`src/rtl/tlm_pkg.sv`:
```
`default_nettype none
// ============================================================================
// Module   : tlm_pkg
// Purpose  : Shared defaults, bank-state encoding and drop-counter width for
//            the TLM result collector and its bank storage.
// Contents : NUM_DEF, ITEM_WIDTH_DEF, DROP_CNT_W, bank_state_e
// Revision : 1.0 - initial release
// ============================================================================
package tlm_pkg;

  localparam int NUM_DEF        = 50;
  localparam int ITEM_WIDTH_DEF = 8;
  localparam int DROP_CNT_W     = 16;

  // Lifecycle of one ping-pong bank.
  typedef enum logic [1:0] {
    EMPTY   = 2'd0,
    FILLING = 2'd1,
    FULL    = 2'd2
  } bank_state_e;

endpackage : tlm_pkg
`default_nettype wire

```
`src/rtl/tlm_bank.sv`:
```
`default_nettype none
// ============================================================================
// Module   : tlm_bank
// Purpose  : One storage bank of NUM items with an indexed write port, a
//            synchronous clear and a packed read-out.
// Ports    : clk_i      - clock
//            reset_ni   - asynchronous active-low reset
//            wr_en_i    - write wr_data_i into slot wr_idx_i
//            wr_idx_i   - slot index
//            wr_data_i  - item to store
//            clr_i      - zero the whole bank (wins over a write)
//            data_o     - packed contents, slot k at [k*ITEM_WIDTH +: ITEM_WIDTH]
// Revision : 1.0 - initial release
// ============================================================================
module tlm_bank
  import tlm_pkg::*;
#(
  parameter int NUM        = NUM_DEF,
  parameter int ITEM_WIDTH = ITEM_WIDTH_DEF,
  parameter int IDX_W      = $clog2(NUM + 1)
) (
  input  logic                      clk_i,
  input  logic                      reset_ni,
  input  logic                      wr_en_i,
  input  logic [IDX_W-1:0]          wr_idx_i,
  input  logic [ITEM_WIDTH-1:0]     wr_data_i,
  input  logic                      clr_i,
  output logic [NUM*ITEM_WIDTH-1:0] data_o
);

  logic [NUM*ITEM_WIDTH-1:0] data_q;

  always_ff @(posedge clk_i or negedge reset_ni) begin
    if (!reset_ni) begin
      data_q <= '0;
    end else if (clr_i) begin
      data_q <= '0;
    end else if (wr_en_i) begin
      for (int k = 0; k < NUM; k++) begin
        if (wr_idx_i == IDX_W'(k)) begin
          data_q[k*ITEM_WIDTH +: ITEM_WIDTH] <= wr_data_i;
        end
      end
    end
  end

  assign data_o = data_q;

endmodule : tlm_bank
`default_nettype wire

```
`src/rtl/tlm_result_collector.sv`:
```
`default_nettype none
// ============================================================================
// Module   : tlm_result_collector
// Purpose  : Collects a stream of result items into two ping-pong banks of NUM
//            items and presents each completed bank as one packed payload.
//            Items arriving while the write bank is still full are dropped and
//            counted.
// Ports    : clk_i           - clock
//            reset_ni        - asynchronous active-low reset
//            res_i           - result item
//            res_valid_i     - res_i valid this cycle
//            flush_i         - close the partially filled write bank
//            payload_o       - packed contents of the read bank
//            payload_valid_o - read bank is complete
//            payload_count_o - valid items in payload_o
//            payload_ack_i   - reader consumed payload_o
//            overflow_o      - sticky: an item was dropped
//            drop_cnt_o      - saturating count of dropped items
// Revision : 1.0 - initial release
// ============================================================================
module tlm_result_collector
  import tlm_pkg::*;
#(
  parameter int NUM        = NUM_DEF,
  parameter int ITEM_WIDTH = ITEM_WIDTH_DEF
) (
  input  logic                        clk_i,
  input  logic                        reset_ni,
  input  logic [ITEM_WIDTH-1:0]       res_i,
  input  logic                        res_valid_i,
  input  logic                        flush_i,
  output logic [NUM*ITEM_WIDTH-1:0]   payload_o,
  output logic                        payload_valid_o,
  output logic [$clog2(NUM+1)-1:0]    payload_count_o,
  input  logic                        payload_ack_i,
  output logic                        overflow_o,
  output logic [DROP_CNT_W-1:0]       drop_cnt_o
);

  localparam int CNT_W = $clog2(NUM + 1);
  localparam int PW    = NUM * ITEM_WIDTH;

  // --------------------------------------------------------------------------
  // State
  // --------------------------------------------------------------------------
  bank_state_e           state_q [2];
  bank_state_e           state_d [2];
  logic [CNT_W-1:0]      cnt_q   [2];
  logic [CNT_W-1:0]      cnt_d   [2];
  logic [CNT_W-1:0]      idx_q, idx_d;
  logic                  wr_bank_q, wr_bank_d;
  logic                  rd_bank_q, rd_bank_d;
  logic                  overflow_q, overflow_d;
  logic [DROP_CNT_W-1:0] drop_cnt_q, drop_cnt_d;

  // --------------------------------------------------------------------------
  // Event decode (all from registered state, so an ack freeing the write bank
  // this cycle cannot rescue an item arriving this same cycle)
  // --------------------------------------------------------------------------
  logic             wr_full_w;
  logic             accept_w;
  logic             drop_w;
  logic             last_w;
  logic             close_w;
  logic [CNT_W-1:0] close_cnt_w;
  logic             ack_w;

  assign wr_full_w   = (state_q[wr_bank_q] == FULL);
  assign accept_w    = res_valid_i && !wr_full_w;
  assign drop_w      = res_valid_i && wr_full_w;
  assign last_w      = accept_w && (idx_q == CNT_W'(NUM - 1));
  // A flush counts an item stored on the same edge; the natural full
  // transition already covers the last slot, so flush adds nothing there.
  assign close_w     = last_w || (flush_i && ((idx_q != '0) || accept_w));
  assign close_cnt_w = idx_q + CNT_W'(accept_w);
  assign ack_w       = payload_ack_i && (state_q[rd_bank_q] == FULL);

  // --------------------------------------------------------------------------
  // Next-state logic. An ack always targets a full bank and a close always
  // targets a non-full bank, so the two never touch the same bank.
  // --------------------------------------------------------------------------
  always_comb begin
    state_d    = state_q;
    cnt_d      = cnt_q;
    idx_d      = idx_q;
    wr_bank_d  = wr_bank_q;
    rd_bank_d  = rd_bank_q;
    overflow_d = overflow_q;
    drop_cnt_d = drop_cnt_q;

    if (ack_w) begin
      state_d[rd_bank_q] = EMPTY;
      cnt_d[rd_bank_q]   = '0;
      rd_bank_d          = ~rd_bank_q;
    end

    if (close_w) begin
      state_d[wr_bank_q] = FULL;
      cnt_d[wr_bank_q]   = close_cnt_w;
      idx_d              = '0;
      wr_bank_d          = ~wr_bank_q;
    end else if (accept_w) begin
      state_d[wr_bank_q] = FILLING;
      idx_d              = idx_q + CNT_W'(1);
    end

    if (drop_w) begin
      overflow_d = 1'b1;
      if (drop_cnt_q != {DROP_CNT_W{1'b1}}) begin
        drop_cnt_d = drop_cnt_q + DROP_CNT_W'(1);
      end
    end
  end

  always_ff @(posedge clk_i or negedge reset_ni) begin
    if (!reset_ni) begin
      state_q[0] <= EMPTY;
      state_q[1] <= EMPTY;
      cnt_q[0]   <= '0;
      cnt_q[1]   <= '0;
      idx_q      <= '0;
      wr_bank_q  <= 1'b0;
      rd_bank_q  <= 1'b0;
      overflow_q <= 1'b0;
      drop_cnt_q <= '0;
    end else begin
      state_q[0] <= state_d[0];
      state_q[1] <= state_d[1];
      cnt_q[0]   <= cnt_d[0];
      cnt_q[1]   <= cnt_d[1];
      idx_q      <= idx_d;
      wr_bank_q  <= wr_bank_d;
      rd_bank_q  <= rd_bank_d;
      overflow_q <= overflow_d;
      drop_cnt_q <= drop_cnt_d;
    end
  end

  // --------------------------------------------------------------------------
  // Bank storage
  // --------------------------------------------------------------------------
  logic [PW-1:0] bank_data_w [2];

  for (genvar b = 0; b < 2; b++) begin : g_bank
    tlm_bank #(
      .NUM        (NUM),
      .ITEM_WIDTH (ITEM_WIDTH),
      .IDX_W      (CNT_W)
    ) u_bank (
      .clk_i     (clk_i),
      .reset_ni  (reset_ni),
      .wr_en_i   (accept_w && (wr_bank_q == 1'(b))),
      .wr_idx_i  (idx_q),
      .wr_data_i (res_i),
      .clr_i     (ack_w && (rd_bank_q == 1'(b))),
      .data_o    (bank_data_w[b])
    );
  end : g_bank

  // --------------------------------------------------------------------------
  // Outputs
  // --------------------------------------------------------------------------
  assign payload_o       = bank_data_w[rd_bank_q];
  assign payload_valid_o = (state_q[rd_bank_q] == FULL);
  assign payload_count_o = cnt_q[rd_bank_q];
  assign overflow_o      = overflow_q;
  assign drop_cnt_o      = drop_cnt_q;

endmodule : tlm_result_collector
`default_nettype wire

```
`config.mk`:
```
export PLATFORM = sky130hd
export DESIGN_NAME = tlm_result_collector
export DESIGN_NICKNAME = d
export VERILOG_FILES = /design/src/rtl/tlm_pkg.sv /design/src/rtl/tlm_bank.sv /design/src/rtl/tlm_result_collector.sv
export SDC_FILE = /design/constraint.sdc
export NUM_CORES = 1
export LEC_CHECK = 0
export ABC_AREA = 1
export ABC_CLOCK_PERIOD_IN_PS = 6400
export BUFFER_PORTS_ARGS = -buffer_cell sky130_fd_sc_hd__buf_2
export CAP_MARGIN = 30
export CELL_PAD_IN_SITES_DETAIL_PLACEMENT = 2
export CELL_PAD_IN_SITES_GLOBAL_PLACEMENT = 2
export CORE_UTILIZATION = 38
export DETAILED_ROUTE_END_ITERATION = 7
export GPL_TIMING_DRIVEN = 0
export PLACE_DENSITY_LB_ADDON = 0.15
export REMOVE_ABC_BUFFERS = 1
export SLEW_MARGIN = 20
export SYNTH_ARGS = -nofsm -noshare
export SYNTH_HDL_FRONTEND = slang
export SYNTH_SLANG_ARGS = --single-unit
```
`constraint.sdc`:
```
create_clock -name clk_i -period 6.4 [get_ports clk_i]
set_input_delay 0.32 -clock clk_i [delete_from_list [all_inputs] [get_ports clk_i]]
set_output_delay 0.32 -clock clk_i [all_outputs]
set_load 0.05 [all_outputs]
```
==> summary.txt <==
Timing
  • Hold slack final: about 0.063 ns
  • Final setup violation count: 0
  • Max Slew Vio Count: 0
  • Unrepaired setup endpoints after global routing: no
  • Final Cycle Share: around four fifths
  • Min Tclk post-route: about 5.0 ns
  • Worst-Margin Slew: between 1 and 1.5 ns
  • Final Skew: between 0.02 and 0.025 ns
  • FMAX: between 150 and 200 MHz
  • Setup ws final: ~1.4 ns
  • Endpoints failing hold: 0
  • Max-slew headroom: between 20% and 30%

Critical path
  • Family with the most delay on the worst path: buffers and inverters
  • CP most frequent cell: buf_16
  • Worst setup path startpoint: rd_bank_q
  • Worst path cell trace: buf_12, inv_16, buf_16, nand4_4, buf_16, nand2_4, clkinv_1, buf_16, nand2_1, o21ai_0
  • Startpoint Class: register
  • Max FO, Critical Path: about 190
  • Max stage delay cell, worst path: clkinv_1
  • Buf+Inv Stages, Crit Path: 6
  • Worst EP required: 6.92 ns
  • Worst r2r src: rd_bank_q
  • Endpoint type of the worst setup path: register
  • Critical setup path kind: register to register
  • CP peak stage delay: 0.69 ns
  • Arrival time worst endpoint: ~5.5 ns

Detailed routing
  • WL met3: between 6 and 7 mm
  • Wire per inst: about 24 um
  • DR vias/cell: 5.34
  • Top Metal Used: met5
  • Via count: ~33,000
  • Drt total wl: roughly 150 mm
  • Initial DRC count: between 2,000 and 2,500
  • Initial DRT Pass Iterations: 4
  • DRC: 0
  • Met1 WL: around 65 mm
  • Met2 WL post-DR: around 76 mm
  • Routed Antenna Nets: 0

Pwr
  • Pwr/cell area: 625 nW/um2
  • Highest ir drop seen on vdd: 0.344 mV
  • Pwr Total: around 0.028 W
  • Leakage: about 22 nW

Placed design
  • Routability-driven placement congestion ratio: 0.764
  • PortBufs: between 400 and 500
  • Final HPWL DP: between 90 and 100 mm
  • DP Worst Slack: 1.38 ns

Logic synthesis
  • Synth top area cells: dfrtp_1, nand2_1, o21ai_0
  • Syn Inst Count: 4,578
  • Synth Register Bits: around 840
  • Sequential-to-total area share from yosys stat: a little under three fifths
  • Synth Warn #: 0
  • Cell taking the most area after synthesis: dfrtp_1
  • Top cell type's share of synthesized area: ~56%
  • Mapped cell area: between 30,000 and 40,000 um2
  • Distinct cells, synth: 37
  • Synth Area per Inst: ~8.2 um2

Cells and area
  • Reg area: between 20,000 and 25,000 um2
  • Most frequent cells in the layout: nand2_1, o21ai_0, dfrtp_1
  • Multi-input logic area: around 14,000 um2
  • Commonest non-fill, non-tap cell in the layout: nand2_1
  • Ratio of cells with drive above 1 in the final layout: roughly 16%
  • Nets: 4,908
  • Filler cell count: between 10,000 and 15,000
  • Area growth syn-to-layout: 19.1%

Die
  • Full die area: approximately 100,000 um2
  • Die Ht: approximately 320 um
  • # rows: between 100 and 150
  • Core area: a little under 100,000 um2
  • Initial Utilization: a little under two fifths
  • Die W: 317 um
  • Top-Level Pins: around 440

Run status
  • Status: finished clean

Global route
  • Largest net degree at the start of global routing: between 150 and 200
  • Vias in the first global route: 36,200
  • GRT overflow: 0
  • Aggregate global-route resource usage: a little under a third
  • First-pass GRT wire length: between 200 and 250 mm
  • Antenna violations before repair: 8

Clock tree
  • CTS tree: built
  • Bufs on Longest Clock Path: 3
  • TritonCTS Buffers: 99
  • CTS HTree Levels: 3
  • Root Driver: clkbuf_16
  • Worst skew pair latency: roughly 0.7 ns
  • CTS Sinks: approximately 840
  • Worst-path clk slew: ~0.060 ns

Min path
  • Hold path start: flush_i
  • Hold WC Path Type: primary input to register

Job
  • Max_cap viols: 0
## kinds of logic (layout without fill, tap and decap cells)
group                    count (synthesis)  in the layout  synth area share (%)
adder cells (fa/ha/maj)                  7              7                 0.232
other                                    0              3                     0
buffers and inverters                  656           1052                  7.51
AND/OR/NAND/NOR                       1942           1942                  20.6
AO/OA/AOI/OAI                         1123           1123                  15.6
XOR/XNOR                                 9              9                 0.209
flip-flops                             841            841                  55.8
## tightest hold or removal path, cell delays in order
cell and delay (ns):
buf_2 0.09, inv_1 0.04, nand2_2 0.15, a31oi_1 0.10
## cell usage after synthesis
master	instances
a21boi_2	1
a21oi_1	6
a21oi_2	13
a31oi_1	2
buf_1	6
buf_12	1
buf_2	94
buf_4	32
buf_6	14
clkbuf_1	139
clkinv_1	4
dfrtp_1	841
ha_1	7
inv_1	346
inv_2	17
inv_4	3
nand2_1	1681
nand2_2	33
nand2_4	1
nand3_1	113
nand3_2	5
nand3_4	6
nand4_1	8
nand4_2	1
nand4_4	1
nor2_1	73
nor2_2	15
nor2_4	2
nor2_8	1
o21ai_0	932
o21ai_1	139
o21ai_2	15
o21ai_4	14
o21bai_2	1
or2_1	2
xnor2_1	5
xor2_1	4
## sequential cells by signal, summed over array words and instances (netlist names)
name,cells
g_bank.u_bank.data_o,800
cnt_q,12
rd_bank_q,1
idx_q,6
wr_bank_q,1
state_q,4
drop_cnt_o,16
overflow_o,1
## power by group
part           internal (W)  leakage [nW]  switching [W]
clock network       0.00365          1.70        0.00242
logic               0.00280          9.67         0.0108
registers           0.00735          10.8        0.00109
## through the flow
stage	util, %	instances	setup TNS [ns]	area [um2]
finish	45.7	6264	0	44900
global route	45.7	6261	0	44900
CTS	45.6	6254	0	44800
detailed placement	42.1	6065	0	41400
global placement	40.8	6015	-	40100
floorplan	-	4292	-7362.31	36300
## per-layer routing
metal  GRT usage (%)  up-vias
li1                -    15200
met1            38.8    17400
met2            52.4      663
met3            4.32      251
met4            10.9        4
met5               0        -
## timing repair
| item | 4_1_cts | 5_1_grt |
|---|---|---|
| hold endpoints to repair | 70 | 0 |
| resized for setup | 0 | 0 |
| hold buffers | 2 | 0 |
| buffers inserted | 0 | 0 |
## final cells by class
type | count | area share [%]
multi-input combinational | 3081 | 31.1
sequential | 841 | 46.9
timing repair buffer | 495 | 7.55
inverter | 370 | 3.14
clock buffer | 156 | 6.66
clock inverter | 31 | 1.07
tap | 1287 | 3.59
antenna | 3 | 0.0167
## worst paths after layout
kind | end | slack [ns] | cells after the start
worst max-delay path | g_bank[0].u_bank.data_o[65] | 1.40 | 10
worst max register to register | g_bank[0].u_bank.data_o[65] | 1.40 | 10
max in group asynchronous | g_bank[1].u_bank.data_o[300] | 3.97 | 5
min in group asynchronous | g_bank[0].u_bank.data_o[344] | 0.16 | 2
worst min-delay path | state_q[0] | 0.06 | 4
worst min register to register | overflow_o | 0.48 | 2
Note: power is estimated with default switching activity, not from simulation.
